--- config.mk ---
export PLATFORM = sky130hd
export DESIGN_NAME = serial_adder_ctrl
export DESIGN_NICKNAME = d
export VERILOG_FILES = /design/src/rtl/serial_adder_ctrl.sv
export SDC_FILE = /design/constraint.sdc
export NUM_CORES = 1
export LEC_CHECK = 0
export ABC_AREA = 1
export BUFFER_PORTS_ARGS = -buffer_cell sky130_fd_sc_hd__buf_2
export CAP_MARGIN = 10
export CORE_ASPECT_RATIO = 1.1
export CORE_MARGIN = 2
export CORE_UTILIZATION = 40
export DETAILED_ROUTE_END_ITERATION = 10
export GPL_ROUTABILITY_DRIVEN = 1
export SLEW_MARGIN = 20
export SYNTH_ARGS = -nofsm -noshare
export SYNTH_HDL_FRONTEND = slang
export SYNTH_SLANG_ARGS = --single-unit
--- constraint.sdc ---
create_clock -name clk -period 3.25 [get_ports clk]
set_input_delay 0.1625 -clock clk [delete_from_list [all_inputs] [get_ports clk]]
set_output_delay 0.1625 -clock clk [all_outputs]
set_load 0.005 [all_outputs]
--- src/rtl/serial_adder_ctrl.sv ---
// serial_adder_ctrl: bit-serial add sequencer driving one shared external
// 1-bit full-adder cell, LSB first, one bit per clock.
// Optional feature macro: SERIAL_ADDER_SUB_EN adds the `sub` port. When it is
// asserted at start, the block computes op_a - op_b (two's complement).
module serial_adder_ctrl #(
  parameter int W = 8
) (
  input  logic         clk,
  input  logic         rst_n,
  input  logic         start,
  input  logic [W-1:0] op_a,
  input  logic [W-1:0] op_b,
  input  logic         cin_in,
`ifdef SERIAL_ADDER_SUB_EN
  input  logic         sub,
`endif
  output logic         busy,
  output logic         done,
  output logic [W-1:0] sum,
  output logic         cout_out,
  output logic         fa_a,
  output logic         fa_b,
  output logic         fa_cin,
  input  logic         fa_s,
  input  logic         fa_cout
);

  localparam int CW = $clog2(W);
  localparam logic [CW-1:0] LastBit = CW'(W - 1);

  typedef enum logic [1:0] {
    IDLE = 2'd0,
    RUN  = 2'd1,
    DONE = 2'd2
  } state_e;

  state_e state_q, state_d;

  logic [W-1:0]  a_sr_q, a_sr_d;
  logic [W-1:0]  b_sr_q, b_sr_d;
  logic [W-1:0]  sum_sr_q, sum_sr_d;
  logic          carry_q, carry_d;
  logic [CW-1:0] cnt_q, cnt_d;
  logic [W-1:0]  sum_q, sum_d;
  logic          cout_q, cout_d;

  // Operand B and the initial carry as they enter the shift path.
  // Subtraction is the usual A + ~B + 1.
  logic [W-1:0]  bLoad;
  logic          cLoad;

  // Pick the operand-B and carry load values for the configured feature set.
  always_comb begin
`ifdef SERIAL_ADDER_SUB_EN
    bLoad = sub ? ~op_b : op_b;
    cLoad = sub ? 1'b1  : cin_in;
`else
    bLoad = op_b;
    cLoad = cin_in;
`endif
  end

  // State register. Reset aborts any operation in flight immediately.
  always_ff @(posedge clk or negedge rst_n) begin
    if (!rst_n) state_q <= IDLE;
    else        state_q <= state_d;
  end

  // Next-state logic. start is only honoured in IDLE.
  always_comb begin
    state_d = state_q;
    unique case (state_q)
      IDLE:    if (start) state_d = RUN;
      RUN:     if (cnt_q == LastBit) state_d = DONE;
      DONE:    state_d = IDLE;
      default: state_d = IDLE;
    endcase
  end

  // FSM outputs. The cell inputs come straight from registers and are
  // gated to zero outside RUN.
  always_comb begin
    busy   = (state_q != IDLE);
    done   = (state_q == DONE);
    fa_a   = (state_q == RUN) & a_sr_q[0];
    fa_b   = (state_q == RUN) & b_sr_q[0];
    fa_cin = (state_q == RUN) & carry_q;
  end

  // Datapath next-state: load on an accepted start, then shift one bit per cycle.
  // The result is published on the last bit.
  always_comb begin
    a_sr_d   = a_sr_q;
    b_sr_d   = b_sr_q;
    sum_sr_d = sum_sr_q;
    carry_d  = carry_q;
    cnt_d    = cnt_q;
    sum_d    = sum_q;
    cout_d   = cout_q;
    if (state_q == IDLE && start) begin
      a_sr_d   = op_a;
      b_sr_d   = bLoad;
      sum_sr_d = '0;
      carry_d  = cLoad;
      cnt_d    = '0;
    end else if (state_q == RUN) begin
      sum_sr_d = {fa_s, sum_sr_q[W-1:1]};
      carry_d  = fa_cout;
      a_sr_d   = {1'b0, a_sr_q[W-1:1]};
      b_sr_d   = {1'b0, b_sr_q[W-1:1]};
      cnt_d    = cnt_q + CW'(1);
      if (cnt_q == LastBit) begin
        sum_d  = {fa_s, sum_sr_q[W-1:1]};
        cout_d = fa_cout;
      end
    end
  end

  // Datapath registers. Reset clears them all, including the held result.
  always_ff @(posedge clk or negedge rst_n) begin
    if (!rst_n) begin
      a_sr_q   <= '0;
      b_sr_q   <= '0;
      sum_sr_q <= '0;
      carry_q  <= 1'b0;
      cnt_q    <= '0;
      sum_q    <= '0;
      cout_q   <= 1'b0;
    end else begin
      a_sr_q   <= a_sr_d;
      b_sr_q   <= b_sr_d;
      sum_sr_q <= sum_sr_d;
      carry_q  <= carry_d;
      cnt_q    <= cnt_d;
      sum_q    <= sum_d;
      cout_q   <= cout_d;
    end
  end

  assign sum      = sum_q;
  assign cout_out = cout_q;

endmodule

Word level (Yosys, flattened, before mapping)
Cells that the tools add are included.
Widths: inputs -> output; s select.
{"block": "classes", "add_sub_neg": 1, "n_mul": 0, "n_div": 0, "n_lt_le_gt_ge": 0, "n_eq_ne": 5, "shift": 0, "muxes": 13, "bitwise_logic": 4, "reduce_logical": 6}
{"operator": "$mux 8", "n": 6}
{"operator": "$mux 3", "n": 2}
{"operator": "$mux 2", "n": 2}
{"operator": "$pmux 2 s2", "n": 1}
{"operator": "$reduce_bool 2->1", "n": 2}
{"operator": "$add 3x1->3 const B", "n": 1}
{"operator": "$and 1x1->1", "n": 3}
{"operator": "$eq 3x3->1 const B", "n": 1}
{"operator": "$reduce_and 3->1", "n": 1}
{"operator": "$eq 2x1->1 const B", "n": 1}
{"operator": "$eq 2x2->1 const B", "n": 1}
{"operator": "$logic_not 2->1", "n": 1}
{"operator": "$mux 1", "n": 2}
{"operator": "$ne 2x1->1 const B", "n": 1}
{"operator": "$ne 2x2->1 const B", "n": 1}
{"operator": "$reduce_and 2->1", "n": 1}
{"operator": "$logic_and 1x1->1", "n": 1}
{"operator": "$not 1->1", "n": 1}
{"block": "totals", "ff_bits": 39, "latchBits": 0, "ram_bits": 0, "rom_bits": 0, "in_bits": 22, "word_cells": 37, "n_memories": 0}

Logic depth before layout (Yosys ltp)
Gate-level depths: netlist of run 1.
{"block": "logic_depth", "ltp_word": 4, "ltp_mapped": 7, "ltp_nobuf": 6}

Least setup slack after synthesis of run 1
OpenSTA, ideal clock, no wires.
{"block": "synth_timing", "kind": "reg2reg", "startpoint": "register cnt_q[0]", "endpoint": "register sum_q[1] (netlist: sum[1])", "arrival_time_ps": 1034, "required_ps": 3134, "setup_slack_ps": 2100, "path_stages_with_launch": 7, "n_path_buf": 0, "path_cell_list": "dfrtp_1 ha_1 ha_1 inv_1 nor2_4 nand2_1 nand2_1"}
{"block": "synth_via", "elab_chain_len": 2}
{"element": "start, declared", "line": "43", "source": "logic [CW-1:0] cnt_q, cnt_d;"}
{"element": "start signal, assigned", "line": "134", "source": "cnt_q <= cnt_d;"}
{"element": "$eq 3x3->1", "line": "112", "source": "if (cnt_q == LastBit) begin"}
{"element": "$reduce_and 3->1 (no line)"}
{"element": "end signal, assigned", "line": "135", "source": "sum_q <= sum_d;"}
{"element": "end, declared", "line": "44", "source": "logic [W-1:0] sum_q, sum_d;"}
Every way passes these cells.
A chain may end at the register's enable or synchronous reset.

Final worst setup path of run 1
{"block": "layout_timing", "startpoint": "register state_q[0]", "endpoint": "output port fa_cin"}
{"block": "layout_via", "elab_chain_len": 2}
{"element": "start, declared", "line": "37", "source": "state_e state_q, state_d;"}
{"element": "start signal, assigned", "line": "66", "source": "else state_q <= state_d;"}
{"element": "$eq 2x1->1", "line": "87", "source": "fa_cin = (state_q == RUN) & carry_q;"}
{"element": "$and 1x1->1", "line": "87"}
{"element": "end, declared", "line": "23", "source": "output logic fa_cin,"}
Every way passes these cells.

==> results of run 1 <==
-- layout by cell type (no fill, tap or decap) --
cell,n
nor2_8,1
clkinvlp_4,2
buf_2,35
dfrtp_1,38
clkbuf_8,5
nand2_2,1
nand2_4,3
o21ai_0,2
inv_4,2
o21ai_4,1
nand3_1,31
inv_1,17
nor2_1,4
nand3_2,1
nand2_1,112
nor2_4,1
ha_1,2
-- cell families after synthesis --
| group | Yosys count | synth area share |
|---|---|---|
| buffers and inverters | 29 | 0.0829 |
| adder cells (fa/ha/maj) | 2 | 0.0137 |
| flip-flops | 38 | 0.521 |
| AND/OR/NAND/NOR | 154 | 0.368 |
| AO/OA/AOI/OAI | 3 | 0.0144 |
-- sequential cells by signal (all words and copies together), names as in the netlist --
| register | cells |
|---|---|
| sum | 8 |
| b_sr_q | 8 |
| cnt_q | 3 |
| cout_out | 1 |
| sum_sr_q | 7 |
| state_q | 2 |
| carry_q | 1 |
| a_sr_q | 8 |
-- routing by layer --
layer / wire, µm / up-vias / GRT usage
met5: 0 / - / 0
met2: 1640 / 38 / 0.260
met3: 203 / 7 / 0.0493
li1: - / 756 / -
met1: 1780 / 665 / 0.221
met4: 64 / 0 / 0.0667
-- power breakdown --
part | internal [mW] | leakage (nW) | switching [mW]
logic | 0.258 | 0.681 | 0.386
registers | 0.687 | 0.479 | 0.160
clock network | 0.146 | 0.0362 | 0.167
total | 1.09 | 1.20 | 0.714
-- final timing paths --
path / endpoint / cells past startpoint
setup / recovery: fa_cin / 3
hold / removal: cnt_q[1]$_DFFE_PN0P_ / 1
setup reg to reg: a_sr_q[0]$_DFFE_PN0P_ / 3
hold reg to reg: sum[0]$_DFFE_PN0P_ / 2
max in group asynchronous: a_sr_q[5]$_DFFE_PN0P_ / 1
min in group clk: cout_out$_DFFE_PN0P_ / 3
-- worst max-delay path, cell delays in order (launching register included) --
cell and delay [ns]:
dfrtp_1 0.81, nand2_4 0.18, nor2_1 0.15, buf_2 0.13
-- area by class of cell --
cell class              count  share of cell area
clock buffers               5              0.0331
clock inverters             2             0.00723
inverters                  19              0.0367
multi-input cells         159               0.348
flip-flops and latches     38               0.458
well taps                  54              0.0325
repair buffers             35              0.0843
==> impl_metrics.yaml, run 1 <==
run_status:
  outcome: "finished with violations"
  violations: "hold timing"
power_and_ir_drop:
  power_leakage_nw: 1.20
  powerDensity_nw_per_um2: 869
  ir_worst_vdd_uv: 327
  total_power_mw: 1.80
clock_tree:
  cts_tree: "built"
  cts_buffer_depth: 2
  h-tree-depth: 2
  cts_resized: 0
  path_clk_slew_ns: 0.08
  clk_latency_ns: 0.29
  root_buffer: "clkbuf_8"
  cts_num_sinks: 38
  ctsHoldBuffers: 0
  cts_setup_buffers: 0
  numCtsBuffers: 5
critical_path:
  rr_startpoint: "state_q[0]$_DFFE_PN0P_"
  crit_arrival_ns: 1.55
  cp-startpoint: "state_q[0]$_DFFE_PN0P_"
  worst_setup_path_end_kind: "primary output"
  required_ns: 3.09
  reg2reg_slack_ns: 1.65
  critPathLaunchType: "flip-flop"
  crit_fanout: 16
  path_class: "reg2out"
floorplanning:
  die_w_um: 68.4
  core_um2: 4350
  row_count: 25
  dieArea_um2: 5120
  pin_count: 36
  initial_utilization: 0.420
  die_h_um: 74.9
yosys:
  async_flop_share: 1.00
  synth_top_area_share: 0.521
  synth-seq-cells: 38
  synthTopCellsByCount: "112 x nand2_1, 38 x dfrtp_1, 31 x nand3_1"
  avgSynthCellArea_um2: 8.08
  synthesis.nets: 250
  syn_area_um2: 1830
  synth_area_leaders: "dfrtp_1 52%, nand2_1 23%, nand3_1 8.5%"
  synthCells: 226
  synth_ff_type: "dfrtp_1"
  synth.most_common_cell: "nand2_1"
  yosysWarnings: 0
  ys_types: 18
  yosys.area.top_type: "dfrtp_1"
  seq_area_frac_synth: 0.521
  synth_edf_count: 0
placed_design:
  hpwl_mm: 2.50
  dp.cells: 305
  dp_slack_ns: 1.65
  placed_cell_area_um2: 1990
  gp_congestion: 0.747
  io_buffers: 35
finish:
  nets: 282
  syn_to_final_growth_pct: 13.8
  drive_above_1_share: 0.202
  multiInputGateArea_um2: 723
  fin_util: 0.478
  finalInstanceArea_um2: 2080
  final.fill_count: 457
  n_antenna_cell: 0
  instances_no_fill: 312
  seq_area_um2: 951
sta:
  finalSetupViolCount: 0
  post-route-period-util: 0.527
  relSlewSlack: 0.433
  finalWorstSetupSlack_ns: 1.54
  rsz0062_at_grt: "no"
  whs_ns: -0.0223
  min_period_ns: 1.71
  hold_viol_final: 38
  slew_viol_final: 0
  tightest_slew_ns: 0.851
  max_freq_ghz: 0.583
  tns_ns: 0
  skew_ns: 0.00822
job:
  timing.max_cap.violations: 0
drt:
  drc: 0
  vias: 1466
  ant_nets: 0
  wl_mm: 3.69
  drt_iter0_drc: 125
  via_per_inst: 4.70
  wire_per_inst_um: 11.8
  firstDrtPassIters: 4
min_path:
  min-delay-path-class: "in2async"
global_route:
  grt_pass1_wl_mm: 6.36
  grt_max_degree: 39
  grt_overflow: 0
  antenna_found_initial: 0
  grtUsageTotal: 0.168
  first_global_vias: 1401
Note: power is estimated with default switching activity, not from simulation.
==> inputs of run 2 (changes only) <==
==> constraint.sdc (replaced) <==
create_clock -name clk -period 1.6 [get_ports clk]
set_input_delay 0.08 -clock clk [delete_from_list [all_inputs] [get_ports clk]]
set_output_delay 0.08 -clock clk [all_outputs]
set_load 0.005 [all_outputs]
==> run 2 against run 1 <==
  * Highest routed layer is now met3
  * Register-to-register slack got worse by 1.5 ns
  * Sequential share of layout area fell by 1.0 points
  * Critical path depth did not move
  * Clock skew barely moved
  * Sequential cell count did not move
  * The run now ends clean
  * Critical path type is now reg2reg
  * Count of clock-buffer cells in the layout rose by 1
  * Final area rose by 2.2%
  * Setup slack got worse by 1.4 ns
==> impl_metrics.yaml, run 2 (same netlist as run 1, synthesis figures left out) <==
clock_tree:
  clk_latency_ns: 0.28
  cts_tree: "built"
  cts_num_sinks: 38
  h-tree-depth: 2
  root_buffer: "clkbuf_8"
  cts_buffer_depth: 2
  path_clk_slew_ns: 0.08
  cts_setup_buffers: 0
  numCtsBuffers: 5
drt:
  via_per_inst: 4.59
  drc: 0
  wl_mm: 3.58
  ant_nets: 0
  vias: 1454
  drt_iter0_drc: 58
  firstDrtPassIters: 4
  wire_per_inst_um: 11.3
floorplanning:
  die_w_um: 68.4
  dieArea_um2: 5120
  core_um2: 4350
  pin_count: 36
  row_count: 25
  die_h_um: 74.9
  initial_utilization: 0.420
placed_design:
  dp_slack_ns: 0.178
  hpwl_mm: 2.43
  io_buffers: 35
  gp_congestion: 0.736
power_and_ir_drop:
  total_power_mw: 3.73
  power_leakage_nw: 1.23
  ir_worst_vdd_uv: 867
  powerDensity_nw_per_um2: 1760
critical_path:
  required_ns: 1.83
  critPathLaunchType: "flip-flop"
  path_cells: "o21ai_4 -> nand2_1 -> nand3_2"
  critPathSlowestCell: "o21ai_4"
  crit_fanout: 27
  crit_arrival_ns: 1.66
  worst_setup_path_end_kind: "flip-flop"
  path_class: "reg2reg"
  max_stage_delay_ns: 0.61
job:
  timing.max_cap.violations: 0
sta:
  rsz0062_at_grt: "no"
  finalWorstSetupSlack_ns: 0.162
  tns_ns: 0
  post-route-period-util: 0.899
  relSlewSlack: 0.546
  finalSetupViolCount: 0
  hold_viol_final: 0
  slew_viol_final: 0
  skew_ns: 0.00848
  tightest_slew_ns: 0.678
  max_freq_ghz: 0.696
  min_period_ns: 1.44
min_path:
  min-delay-path-class: "in2reg"
finish:
  mostFrequentLayoutCell: "nand2_1"
  drive_above_1_share: 0.209
  nets: 286
  syn_to_final_growth_pct: 16.3
  multiInputGateArea_um2: 723
  n_antenna_cell: 0
  seq_area_um2: 951
  fin_util: 0.488
  final.fill_count: 461
  final_cell_mix: "112 x nand2_1, 38 x dfrtp_1, 35 x buf_2"
global_route:
  first_global_vias: 1369
  antenna_found_initial: 0
  grtUsageTotal: 0.162
  grt_overflow: 0
  grt_max_degree: 39
  grt_pass1_wl_mm: 6.22
run_status:
  outcome: "completed"
==> run 2: cell count changes in the layout (fill, tap and decap cells not counted) <==
cell / previous run / this run
buf_4: 0 / 2
dlygate4sd3_1: 0 / 2
clkbuf_8: 5 / 6
clkinv_2: 0 / 1
clkinvlp_4: 2 / 1
==> run 2: repair_timing <==
item / CTS / global route
hold endpoints to repair: 39 / 0
hold buffers: 2 / 0
gates resized for setup: 0 / 0
==> run 2: worst max-delay path, delay by kind of cell, from the launching register on <==
family             cells  cell delay, ns
AOI/OAI and AO/OA      1            0.61
DFF                    1            0.54
and+or+nand+nor        2            0.23
==> run 2: layer usage <==
metal / GRT usage / share of wire / up-vias
li1: - / - / 764
met4: 0.0333 / 0 / 0
met3: 0.0508 / 0.042 / 0
met1: 0.224 / 0.51 / 662
met5: 0 / 0 / -
met2: 0.250 / 0.45 / 28
==> run 2: worst paths after layout <==
| path | start | end | slack, ns | depth (start not counted) |
|---|---|---|---|---|
| max reg2reg | state_q[0]$_DFFE_PN0P_ | a_sr_q[0]$_DFFE_PN0P_ | 0.16 | 3 |
| max in group asynchronous | rst_n | a_sr_q[3]$_DFFE_PN0P_ | 0.89 | 3 |
| min | fa_s | sum[7]$_DFFE_PN0P_ | 0.01 | 3 |
| max | state_q[0]$_DFFE_PN0P_ | a_sr_q[0]$_DFFE_PN0P_ | 0.16 | 3 |
| min reg2reg | sum[4]$_DFFE_PN0P_ | sum[4]$_DFFE_PN0P_ | 0.47 | 2 |
| min in group asynchronous | rst_n | b_sr_q[0]$_DFFE_PN0P_ | 0.37 | 3 |
==> run 2: report_power, final <==
part	leakage [nW]	internal, mW	switching, mW	total (mW)
sequential	0.479	1.40	0.295	1.69
combinational	0.699	0.540	0.812	1.35
clock	0.0472	0.347	0.343	0.690
total	1.23	2.28	1.45	3.73
==> run 2: cell type report <==
type	instances	share of cell area
Timing Repair Buffer	39	0.0990
Inverter	19	0.0359
Multi-Input combinational cell	159	0.341
Clock buffer	6	0.0389
Clock inverter	2	0.00589
Sequential cell	38	0.448
Tap cell	54	0.0318
==> run 2: stage by stage <==
stage                     cells  hold slack, ns  cell area (µm²)
final                       317          0.0104             2120
after global routing        317          0.0154             2120
after CTS                   317         0.00393             2120
after detailed placement    307           0.161             2010
after global placement      307           0.163             2010
after floorplan             226          -0.216             1830
==> inputs of run 3 (changes only) <==
--- a/config.mk
+++ b/config.mk
@@ -9,10 +9,11 @@
 export BUFFER_PORTS_ARGS = -buffer_cell sky130_fd_sc_hd__buf_2
 export CAP_MARGIN = 10
 export CORE_ASPECT_RATIO = 1.1
-export CORE_MARGIN = 2
+export CORE_MARGIN = 3
 export CORE_UTILIZATION = 40
 export DETAILED_ROUTE_END_ITERATION = 10
 export GPL_ROUTABILITY_DRIVEN = 1
+export RECOVER_POWER = 25
 export SLEW_MARGIN = 20
 export SYNTH_ARGS = -nofsm -noshare
 export SYNTH_HDL_FRONTEND = slang
==> constraint.sdc (replaced) <==
create_clock -name clk -period 1.4 [get_ports clk]
set_input_delay 0.07 -clock clk [delete_from_list [all_inputs] [get_ports clk]]
set_output_delay 0.07 -clock clk [all_outputs]
set_load 0.005 [all_outputs]
==> run 3 against run 2 <==
  * Critical path depth rose by 3
  * Power rose by 19%
  * Core utilization rose by 1.9 points
  * Fmax rose by 8.2%
  * Via count rose by 3.9%
  * Largest power group unchanged
  * Non-clock buffer count rose by 7
  * First-iteration DRC count rose by 29%
  * Hold slack improved by 0.012 ns
  * Wire length rose by 8.6%
==> impl_metrics.yaml, run 3 (same netlist as run 1, synthesis figures left out) <==
critical_path:
  worst_setup_path_end_kind: "flip-flop"
  rr_startpoint: "cnt_q[0]$_DFFE_PN0P_"
  crit_arrival_ns: 1.51
  critPathLaunchType: "flip-flop"
  critical_path_buf_inv_count: 1
  required_ns: 1.58
  crit_fanout: 5
  cp-startpoint: "cnt_q[0]$_DFFE_PN0P_"
  critPathSlowestCell: "dfrtp_1"
  path_delay_family: "adder cells"
  path_class: "reg2reg"
  max_stage_delay_ns: 0.40
  path_cells: "ha_1 -> ha_1 -> inv_1 -> nor2_4 -> nand2_1 -> nand2_1"
finish:
  syn_to_final_growth_pct: 20.8
  instances_no_fill: 326
  seq_area_um2: 952
  nets: 295
  drive_above_1_share: 0.243
  multiInputGateArea_um2: 746
  mostFrequentLayoutCell: "nand2_1"
  n_antenna_cell: 0
  final_cell_mix: "112 x nand2_1, 37 x dfrtp_1, 34 x buf_2"
  final.fill_count: 436
placed_design:
  hpwl_mm: 2.65
  gp_congestion: 0.751
  io_buffers: 35
  dp.cells: 313
  dp_slack_ns: 0.0487
floorplanning:
  row_count: 25
  dieArea_um2: 5410
  die_h_um: 76.9
  die_w_um: 70.4
  core_um2: 4350
  pin_count: 36
  initial_utilization: 0.420
clock_tree:
  numCtsBuffers: 5
  cts_buffer_depth: 2
  cts_tree: "built"
  path_clk_slew_ns: 0.08
  cts_num_sinks: 38
  clk_latency_ns: 0.29
  root_buffer: "clkbuf_8"
  h-tree-depth: 2
global_route:
  first_global_vias: 1353
  grt_pass1_wl_mm: 6.33
  grt_overflow: 0
  antenna_found_initial: 0
  grtUsageTotal: 0.147
  grt_max_degree: 28
power_and_ir_drop:
  seqPwrFrac: 0.430
  pwr-share-comb: 0.393
  intPower_mw: 2.73
  p_sw_mw: 1.73
  powerDensity_nw_per_um2: 2020
  power_leakage_nw: 1.27
  swShare: 0.388
  power_frac_clock: 0.177
  ir_worst_vdd_uv: 949
sta:
  whs_ns: 0.0220
  slew_viol_final: 0
  max_freq_ghz: 0.752
  tightest_slew_ns: 0.633
  post-route-period-util: 0.949
  relSlewSlack: 0.578
  finalSetupViolCount: 0
  skew_ns: 0.00875
  hold_viol_final: 0
  rsz0062_at_grt: "no"
  min_period_ns: 1.33
  tns_ns: 0
  finalWorstSetupSlack_ns: 0.0710
drt:
  ant_nets: 0
  firstDrtPassIters: 4
  via_per_inst: 4.63
  drt_iter0_drc: 75
  vias: 1511
  drc: 0
  wire_per_inst_um: 11.9
  wl_mm: 3.89
job:
  timing.max_cap.violations: 0
min_path:
  hp-start: "op_b[7]"
  min-delay-path-class: "in2reg"
run_status:
  outcome: "completed"
run 3: cell types whose count changed in the layout (fill, tap and decap cells not counted), sizes merged:
cell	previous run	this run
o21ai	3	4
nor2	6	7
buf	37	42
clkbuf	6	8
run 3: worst reg2reg max path: cells and delay by family (launching register included):
family | cells | cell delay (ns)
and+or+nand+nor | 3 | 0.19
DFF | 1 | 0.40
adders and majority gates | 2 | 0.45
buffers and inverters | 1 | 0.19
run 3: layer usage:
metal | vias to the layer above | GRT usage | share of wire
met2 | 31 | 0.230 | 0.47
li1 | 786 | - | -
met3 | 4 | 0.0498 | 0.051
met5 | - | 0 | 0
met1 | 690 | 0.190 | 0.47
met4 | 0 | 0.0460 | 0.0093
run 3: cell type report:
| type | instances | share of cell area |
|---|---|---|
| well taps | 54 | 0.0306 |
| clock buffers | 6 | 0.0375 |
| inverters | 19 | 0.0346 |
| multi-input cells | 161 | 0.338 |
| clock inverters | 2 | 0.00568 |
| repair buffers | 46 | 0.121 |
| flip-flops and latches | 38 | 0.432 |
run 3: final timing paths:
check                                         end  slack, ns  depth (start not counted)
max reg2reg                    sum[5]$_DFFE_PN0P_       0.07                          6
max in group asynchronous  state_q[0]$_DFFE_PN0P_       0.26                          3
min in group asynchronous   b_sr_q[2]$_DFFE_PN0P_       0.26                          2
max                            sum[5]$_DFFE_PN0P_       0.07                          6
min reg2reg                    sum[0]$_DFFE_PN0P_       0.47                          2
min                         b_sr_q[7]$_DFFE_PN0P_       0.02                          3
run 3: per-stage QoR:
step / cell area (µm²) / util / power (mW)
3_3_place_gp: 2070 / 0.475 / 3.60
6_report: 2200 / 0.507 / 4.46
2_1_floorplan: 1830 / - / 3.11
4_1_cts: 2200 / 0.507 / 4.51
3_5_place_dp: 2070 / 0.475 / 3.64
5_1_grt: 2200 / 0.507 / 4.87
run 3: repair_timing:
item,4_1_cts,5_1_grt
endpoints found under the setup margin,2,14
hold buffers,2,0
gates cloned,0,2
gates resized for setup,3,4
pin swaps,0,2
hold endpoints to repair,20,0
buffers inserted,2,0
run 3: power by group through the flow:
stage	clock network, mW	registers (mW)	logic [mW]
3_3_place_gp	0	1.92	1.68
4_1_cts	0.818	1.91	1.78
5_1_grt	0.862	1.99	2.02
2_1_floorplan	0	1.86	1.25
6_report	0.789	1.92	1.75
3_5_place_dp	0	1.92	1.72
